<file path="src/rtl/muldiv_seq.sv">
// muldiv_seq: iterative MULT/MULTU/DIV/DIVU sequencer owning HI/LO.
// One shared WIDTH-bit adder, one quotient/product bit per cycle.
module muldiv_seq #(
    parameter int WIDTH = 32
) (
    input  logic             clk,
    input  logic             reset,
    input  logic             start,
    input  logic [1:0]       op,
    input  logic [WIDTH-1:0] a,
    input  logic [WIDTH-1:0] b,
    input  logic             flush,
    input  logic             mthi,
    input  logic             mtlo,
    input  logic [WIDTH-1:0] wdata,
    output logic [WIDTH-1:0] hi,
    output logic [WIDTH-1:0] lo,
    output logic             busy,
    output logic             done
);

    localparam int CW = $clog2(WIDTH) + 1;
    localparam logic [CW-1:0] LAST = CW'(WIDTH - 1);

    localparam logic [1:0] IDLE = 2'd0;
    localparam logic [1:0] CALC = 2'd1;
    localparam logic [1:0] SIGN = 2'd2;

    logic [1:0]         state;
    logic [2*WIDTH-1:0] acc;
    logic [WIDTH-1:0]   dreg;
    logic [CW-1:0]      cnt;
    logic               is_div;
    logic               neg_res;
    logic               neg_rem;
    logic               div_zero;

    logic               sgn_op;
    logic [WIDTH-1:0]   abs_a;
    logic [WIDTH-1:0]   abs_b;

    logic [WIDTH-1:0]   rem_sh;
    logic [WIDTH-1:0]   add_x;
    logic [WIDTH-1:0]   add_y;
    logic [WIDTH-1:0]   sum;
    logic               cout;
    logic               take;

    logic [2*WIDTH-1:0] prod;
    logic [WIDTH-1:0]   quo_fix;
    logic [WIDTH-1:0]   rem_fix;

    assign busy = (state != IDLE);

    // operand conditioning: signed ops iterate on magnitudes
    always_comb begin
        sgn_op = ~op[0];
        abs_a  = (sgn_op && a[WIDTH-1]) ? -a : a;
        abs_b  = (sgn_op && b[WIDTH-1]) ? -b : b;
    end

    // shared adder: add multiplicand, or subtract divisor from shifted rem
    always_comb begin
        rem_sh = acc[2*WIDTH-2:WIDTH-1];
        add_x  = is_div ? rem_sh : acc[2*WIDTH-1:WIDTH];
        add_y  = is_div ? ~dreg : dreg;
        {cout, sum} = {1'b0, add_x} + {1'b0, add_y}
                    + {{WIDTH{1'b0}}, is_div};
        // a set bit shifted out of the remainder means it already exceeds
        // any divisor, so the subtraction must be kept
        take   = cout | acc[2*WIDTH-1];
    end

    // final sign fix-up; a zero divisor leaves an all-ones quotient
    always_comb begin
        prod    = neg_res ? -acc : acc;
        quo_fix = div_zero ? '1
                : (neg_res ? -acc[WIDTH-1:0] : acc[WIDTH-1:0]);
        rem_fix = neg_rem ? -acc[2*WIDTH-1:WIDTH] : acc[2*WIDTH-1:WIDTH];
    end

    // sequencer, datapath registers and architectural HI/LO
    always_ff @(posedge clk or posedge reset) begin
        if (reset) begin
            state    <= IDLE;
            acc      <= '0;
            dreg     <= '0;
            cnt      <= '0;
            is_div   <= 1'b0;
            neg_res  <= 1'b0;
            neg_rem  <= 1'b0;
            div_zero <= 1'b0;
            hi       <= '0;
            lo       <= '0;
            done     <= 1'b0;
        end else begin
            done <= 1'b0;
            unique case (state)
                IDLE: begin
                    if (start && !flush) begin
                        is_div   <= op[1];
                        neg_res  <= sgn_op & (a[WIDTH-1] ^ b[WIDTH-1]);
                        neg_rem  <= sgn_op & op[1] & a[WIDTH-1];
                        div_zero <= op[1] & (b == '0);
                        cnt      <= '0;
                        if (op[1]) begin
                            dreg <= abs_b;
                            acc  <= {{WIDTH{1'b0}}, abs_a};
                        end else begin
                            dreg <= abs_a;
                            acc  <= {{WIDTH{1'b0}}, abs_b};
                        end
                        state <= CALC;
                    end else begin
                        if (mthi) hi <= wdata;
                        if (mtlo) lo <= wdata;
                    end
                end
                CALC: begin
                    if (flush) begin
                        state <= IDLE;
                    end else begin
                        if (is_div) begin
                            if (take)
                                acc <= {sum, acc[WIDTH-2:0], 1'b1};
                            else
                                acc <= {rem_sh, acc[WIDTH-2:0], 1'b0};
                        end else begin
                            if (acc[0])
                                acc <= {cout, sum, acc[WIDTH-1:1]};
                            else
                                acc <= {1'b0, acc[2*WIDTH-1:1]};
                        end
                        cnt <= cnt + CW'(1);
                        if (cnt == LAST)
                            state <= SIGN;
                    end
                end
                SIGN: begin
                    if (!flush) begin
                        if (is_div) begin
                            hi <= rem_fix;
                            lo <= quo_fix;
                        end else begin
                            hi <= prod[2*WIDTH-1:WIDTH];
                            lo <= prod[WIDTH-1:0];
                        end
                        done <= 1'b1;
                    end
                    state <= IDLE;
                end
                default: state <= IDLE;
            endcase
        end
    end

endmodule
</file>
<file path="config.mk">
export PLATFORM = sky130hd
export DESIGN_NAME = muldiv_seq
export DESIGN_NICKNAME = d
export VERILOG_FILES = /design/src/rtl/muldiv_seq.sv
export SDC_FILE = /design/constraint.sdc
export NUM_CORES = 1
export LEC_CHECK = 0
export BUFFER_PORTS_ARGS = -buffer_cell sky130_fd_sc_hd__buf_4
export CORE_ASPECT_RATIO = 0.6
export CORE_MARGIN = 2
export CORE_UTILIZATION = 60
export CTS_CLUSTER_DIAMETER = 30
export DETAILED_ROUTE_END_ITERATION = 16
export PLACE_DENSITY = 0.82
export SLEW_MARGIN = 25
export SYNTH_ARGS = -nofsm -noshare
export SYNTH_HDL_FRONTEND = slang
export SYNTH_SLANG_ARGS = --single-unit
</file>
<file path="constraint.sdc">
create_clock -name clk -period 6.4 [get_ports clk]
set_clock_uncertainty 0.15 [all_clocks]
set_input_delay 0.96 -clock clk [delete_from_list [all_inputs] [get_ports clk]]
set_output_delay 0.96 -clock clk [all_outputs]
set_load 0.1 [all_outputs]
</file>
Word-level counts from Yosys, hierarchy flattened:

Cells that the tools add are included.

* bitwise operators: 8
* add/subtract/negate cells: 8
* reductions and logical operators: 14
* multiplexer cells: 35
* equal/unequal tests: 10

Operators with widths (number)
* $mux 32: 17
* $mux 64: 6
* $neg 32->32: 4
* $pmux 32 s2: 2
* $pmux 64 s2: 1
* $neg 64->64: 1
* $add 32x32->33: 1
* $add 33x1->33: 1
* $logic_not 32->1: 1
* $not 32->32: 1
* $mux 6: 2
* $ne 2x2->1 const B: 6
* $pmux 6 s2: 1
* $reduce_and 4->1: 2
* $add 6x1->6 const B: 1
* $eq 6x5->1 const B: 1
* $mux 2: 3
* $reduce_bool 2->1: 3
* $and 1x1->1: 4
* $pmux 2 s2: 1
* $reduce_and 2->1: 2
* $logic_and 1x1->1: 3
* $ne 3x3->1 const B: 1
* $reduce_and 3->1: 1
* other kinds (8): 9

* word-level logic and storage cells: 86
* register bits: 173

Depth between registers and ports, before layout:

* depth after elaboration: 9
* gate-level depth with buffers: 18
* mapped depth without buffers: 12

Worst setup path after synthesis:

No wires, ideal clock.

* path kind: register -> register
* start: register is_div
* end: register acc[38]
* cell stages (with the launch flop): 18
* path slack: 1.733 ns
* arrival time: 4.451 ns
* buffers on the path: 6
* data required time: 6.184 ns
* path through: dfrtp_1 > clkbuf_1 > buf_1 > buf_1 > buf_1 > o21ai_0 > fa_1 > a211oi_1 > o21ai_0 > o21ai_0 > a211o_1 > a21o_1 > and3_1 > clkbuf_1 > clkbuf_1 > nand2_1 > a31oi_1 > a22o_1

* longest elaborated chain between the ends: 8
* elaborated cells on any way between the ends: 10
* classes of those cells: add/sub: 2; mux: 7; bitwise: 1

RTL lines
* start, declared: RTL line 33 `logic is_div;`
* start signal, assigned: RTL line 101 `is_div <= op[1];`
* $mux 32, on equally long branches: RTL line 65, 66
* $add 32x32->33: RTL line 67 `{cout, sum} = {1'b0, add_x} + {1'b0, add_y}`
* $add 33x1->33: RTL line 68 `+ {{WIDTH{1'b0}}, is_div};`
* $or 1x1->1: RTL line 71 `take = cout | acc[2*WIDTH-1];`
* $mux 64: RTL line 124 `if (take)`
* $mux 64 (*): RTL line 123 `if (is_div) begin`
* $mux 64 (*): RTL line 120 `if (flush) begin`
* $pmux 64 s2 (*): RTL line 98 `unique case (state)`
* end signal, assigned: RTL line 125 `acc <= {sum, acc[WIDTH-2:0], 1'b1};`
* end signal, assigned: RTL line 127 `acc <= {rem_sh, acc[WIDTH-2:0], 1'b0};`
* end signal, assigned: RTL line 130 `acc <= {cout, sum, acc[WIDTH-1:1]};`
* end, declared: RTL line 30 `logic [2*WIDTH-1:0] acc;`

Mark *: on every way between the ends. The rest lies on a longest branch, timed or not. The select of a mux whose other input is x is not followed.
A chain may end at the register's enable or synchronous reset.

Worst setup path after layout:

* start: register is_div
* end: register acc[0]

Same word-level chain as after synthesis.

==> metrics.txt <==
antenna violations before repair=0; post-layout min period=5.24 ns; worst flop-to-flop path startpoint=is_div; cell row count=43; layout cells sized above 1=0.152; total gr overflow=0; Area Growth Syn to Fin=13.6%; CTS Root Cell=clkbuf_16; pin count of the biggest net entering global routing=116; slew at the pin closest to its max-slew limit=1.01 ns; die height=123 µm; endpoints failing hold=0; met1 usage=0.584; Chip Width=203 µm; vias=14500; Arr. time, crit path=5.39 ns; Initial Utilization=0.612; kind of critical path=flop to flop; diode count=0; final HPWL from detailed placement=36400 µm; total CTS buffers=17; PD cells=449 nW/µm²; sum of negative setup slack=0 ns; Post-synth EDFFs=0; clock buffer depth=2; Die ar.=25000 µm²; Crit. End Element=flop; Peak VDD IR=0.263 mV; DRT antenna net count=0; Synth Net Count=1965; top-count cell post-synth=nand2_1; First-pass DRT Iterations=6; Cell Area, Synth=14200 µm²; post-DR wirelength/cell=21.7 µm; total core area=23200 µm²; #FFs+latches synth=173; Area after DPL=15500 µm²; clock slew at reported path FFs=0.08 ns; RR Endpoint=acc[0]; WHS Path Cells=2; Synth Instances=1824; Worst R2R Setup Slack=1.16 ns; ys async rst share=1.00; Worst R2R Path Depth=12; Skew-Pair Late Insertion Delay=0.44 ns; met3 Usage GRT=0.104; GRT Total Usage=0.385; area share of the largest cell type after synthesis=0.305; Max-slew headroom=0.324; worst endpoint required time=6.54 ns; LEAKAGE=6.91 nW; critical path fanouts, max=73; Final Cycle Share=0.820; Non-Filler Instances=2212; vias in the first global route=12700; global routing's busiest layer=met1; Max Slew Vio Count=0; Synth area leaders=dfrtp_1, nand2_1, xnor2_1; first-pass GRT wire length=73500 µm; synth warn=0; Fillers=1897; unrepaired setup endpoints after global routing=false; grt met2 use=0.527; Port Buffers=169; fmax=191 MHz; Post-synth top cells=nand2_1, nor2_1, dfrtp_1; path category of the worst min-delay check=flop to flop; endpoints failing setup=0; cell total after placement=2180; I/O pin cnt=170; CTS resizes=0; DR iter-0 viols=2010; Min-Delay Startpoint=lo[20]; H-tree depth=4; syn avg cell area=7.79 µm²; GP Congestion=1.02; Yosys top cell by area=dfrtp_1; CTS Sinks=173; drt total wl=48000 µm; prevailing post-synth register cell=dfrtp_1; startpoint class of the critical path=flop; drt drc=0; maxcap violations=0; net total in the final layout=2025; # hold bufs at CTS=0; Seq/Total Area, Yosys=0.305; status=finished, final reports clean; Netlist cell types=72; CTS tree=yes; worst min-delay path endpoint=lo[20]; final instance area=16100 µm²; # Post-CTS Setup Buffers=0; routed vias/inst=6.55
## worst max path at each step
| stage | cells past startpoint | from | slack [ns] | endpoint |
|---|---|---|---|---|
| 2_1_floorplan | 1 | reset | 0.60 | acc[0] |
| 3_3_place_gp | 12 | is_div | 1.45 | acc[0] |
| 3_5_place_dp | 12 | is_div | 1.30 | acc[0] |
| 4_1_cts | 12 | is_div | 1.26 | acc[0] |
| 5_1_grt | 12 | is_div | 0.74 | acc[0] |
| 6_report | 12 | is_div | 1.16 | acc[0] |
## routing by layer
| layer | share of wire | vias up | wire length [µm] |
|---|---|---|---|
| met2 | 0.39 | 1008 | 18800 |
| met4 | 0.027 | 0 | 1320 |
| met1 | 0.44 | 6744 | 21000 |
| li1 | - | 6659 | - |
| met3 | 0.14 | 83 | 6880 |
| met5 | 0 | - | 0 |
## per-stage QoR
step / util / hold WS (ns) / setup slack (ns) / power [W]
after floorplan: - / 0.300 / 0.602 / 0.00484
after global placement: 0.668 / 0.312 / 1.45 / 0.00587
after detailed placement: 0.668 / 0.322 / 1.30 / 0.00597
after CTS: 0.695 / 0.339 / 1.26 / 0.00708
after global routing: 0.695 / 0.362 / 0.740 / 0.00762
final: 0.695 / 0.334 / 1.16 / 0.00724
## state kept, by name, summed over array words and instances, names as in the netlist
| name | cells |
|---|---|
| acc | 64 |
| dreg | 32 |
| hi | 32 |
| lo | 32 |
| cnt | 6 |
| state | 2 |
| div_zero | 1 |
| done | 1 |
| is_div | 1 |
| neg_rem | 1 |
| neg_res | 1 |
## kinds of logic (layout without fill, tap and decap cells)
group           count (synthesis)  count (layout)  share of synthesized area
flops                         173             173                      0.305
simple gates                  605             605                      0.194
fa+ha+maj                      37              37                     0.0331
compound gates                568             568                      0.247
buf+inv                       176             249                     0.0471
mux                            85              85                     0.0629
xor+xnor                      180             180                      0.111
## critical path, cell delays in order, from the launching register on
cell and delay, ns:
dfrtp_4 1.07, o21ai_0 0.38, fa_1 0.56, a211oi_1 0.26, o21ai_0 0.22, o21ai_0 0.53
a211o_1 0.25, a21o_1 0.18, nand3_1 0.63, buf_4 0.46, nor2_1 0.11, o221ai_1 0.14
a21boi_0 0.16
## cells in the final DEF, fill, tap and decap left out, types with 27 or more instances in the layout
master,instances
ha_1,36
mux2i_1,51
mux2_2,34
buf_4,188
dfrtp_1,171
nor3_1,41
nand3_1,30
a31oi_1,30
nor2_1,185
o22ai_1,34
o31ai_1,28
o21ai_0,160
xnor2_1,96
a21oi_1,161
nand2_1,226
a211oi_1,31
xor2_1,84
inv_1,27
## cell type report
class / count / area [µm²] / share of cell area
Multi-Input combinational cell: 1475 / 9240 / 0.573
Sequential cell: 173 / 4330 / 0.269
Timing Repair Buffer: 188 / 1410 / 0.0875
Clock buffer: 17 / 425 / 0.0264
Tap cell: 315 / 394 / 0.0244
Clock inverter: 15 / 204 / 0.0126
Inverter: 29 / 116 / 0.00722
## report_power, final
group | internal, W | total [W] | switching [W]
registers | 0.00137 | 0.00196 | 0.000592
logic | 0.00147 | 0.00417 | 0.00270
clock network | 0.000597 | 0.00112 | 0.000520
total | 0.00343 | 0.00724 | 0.00381
(Power assumes the default switching activity.)
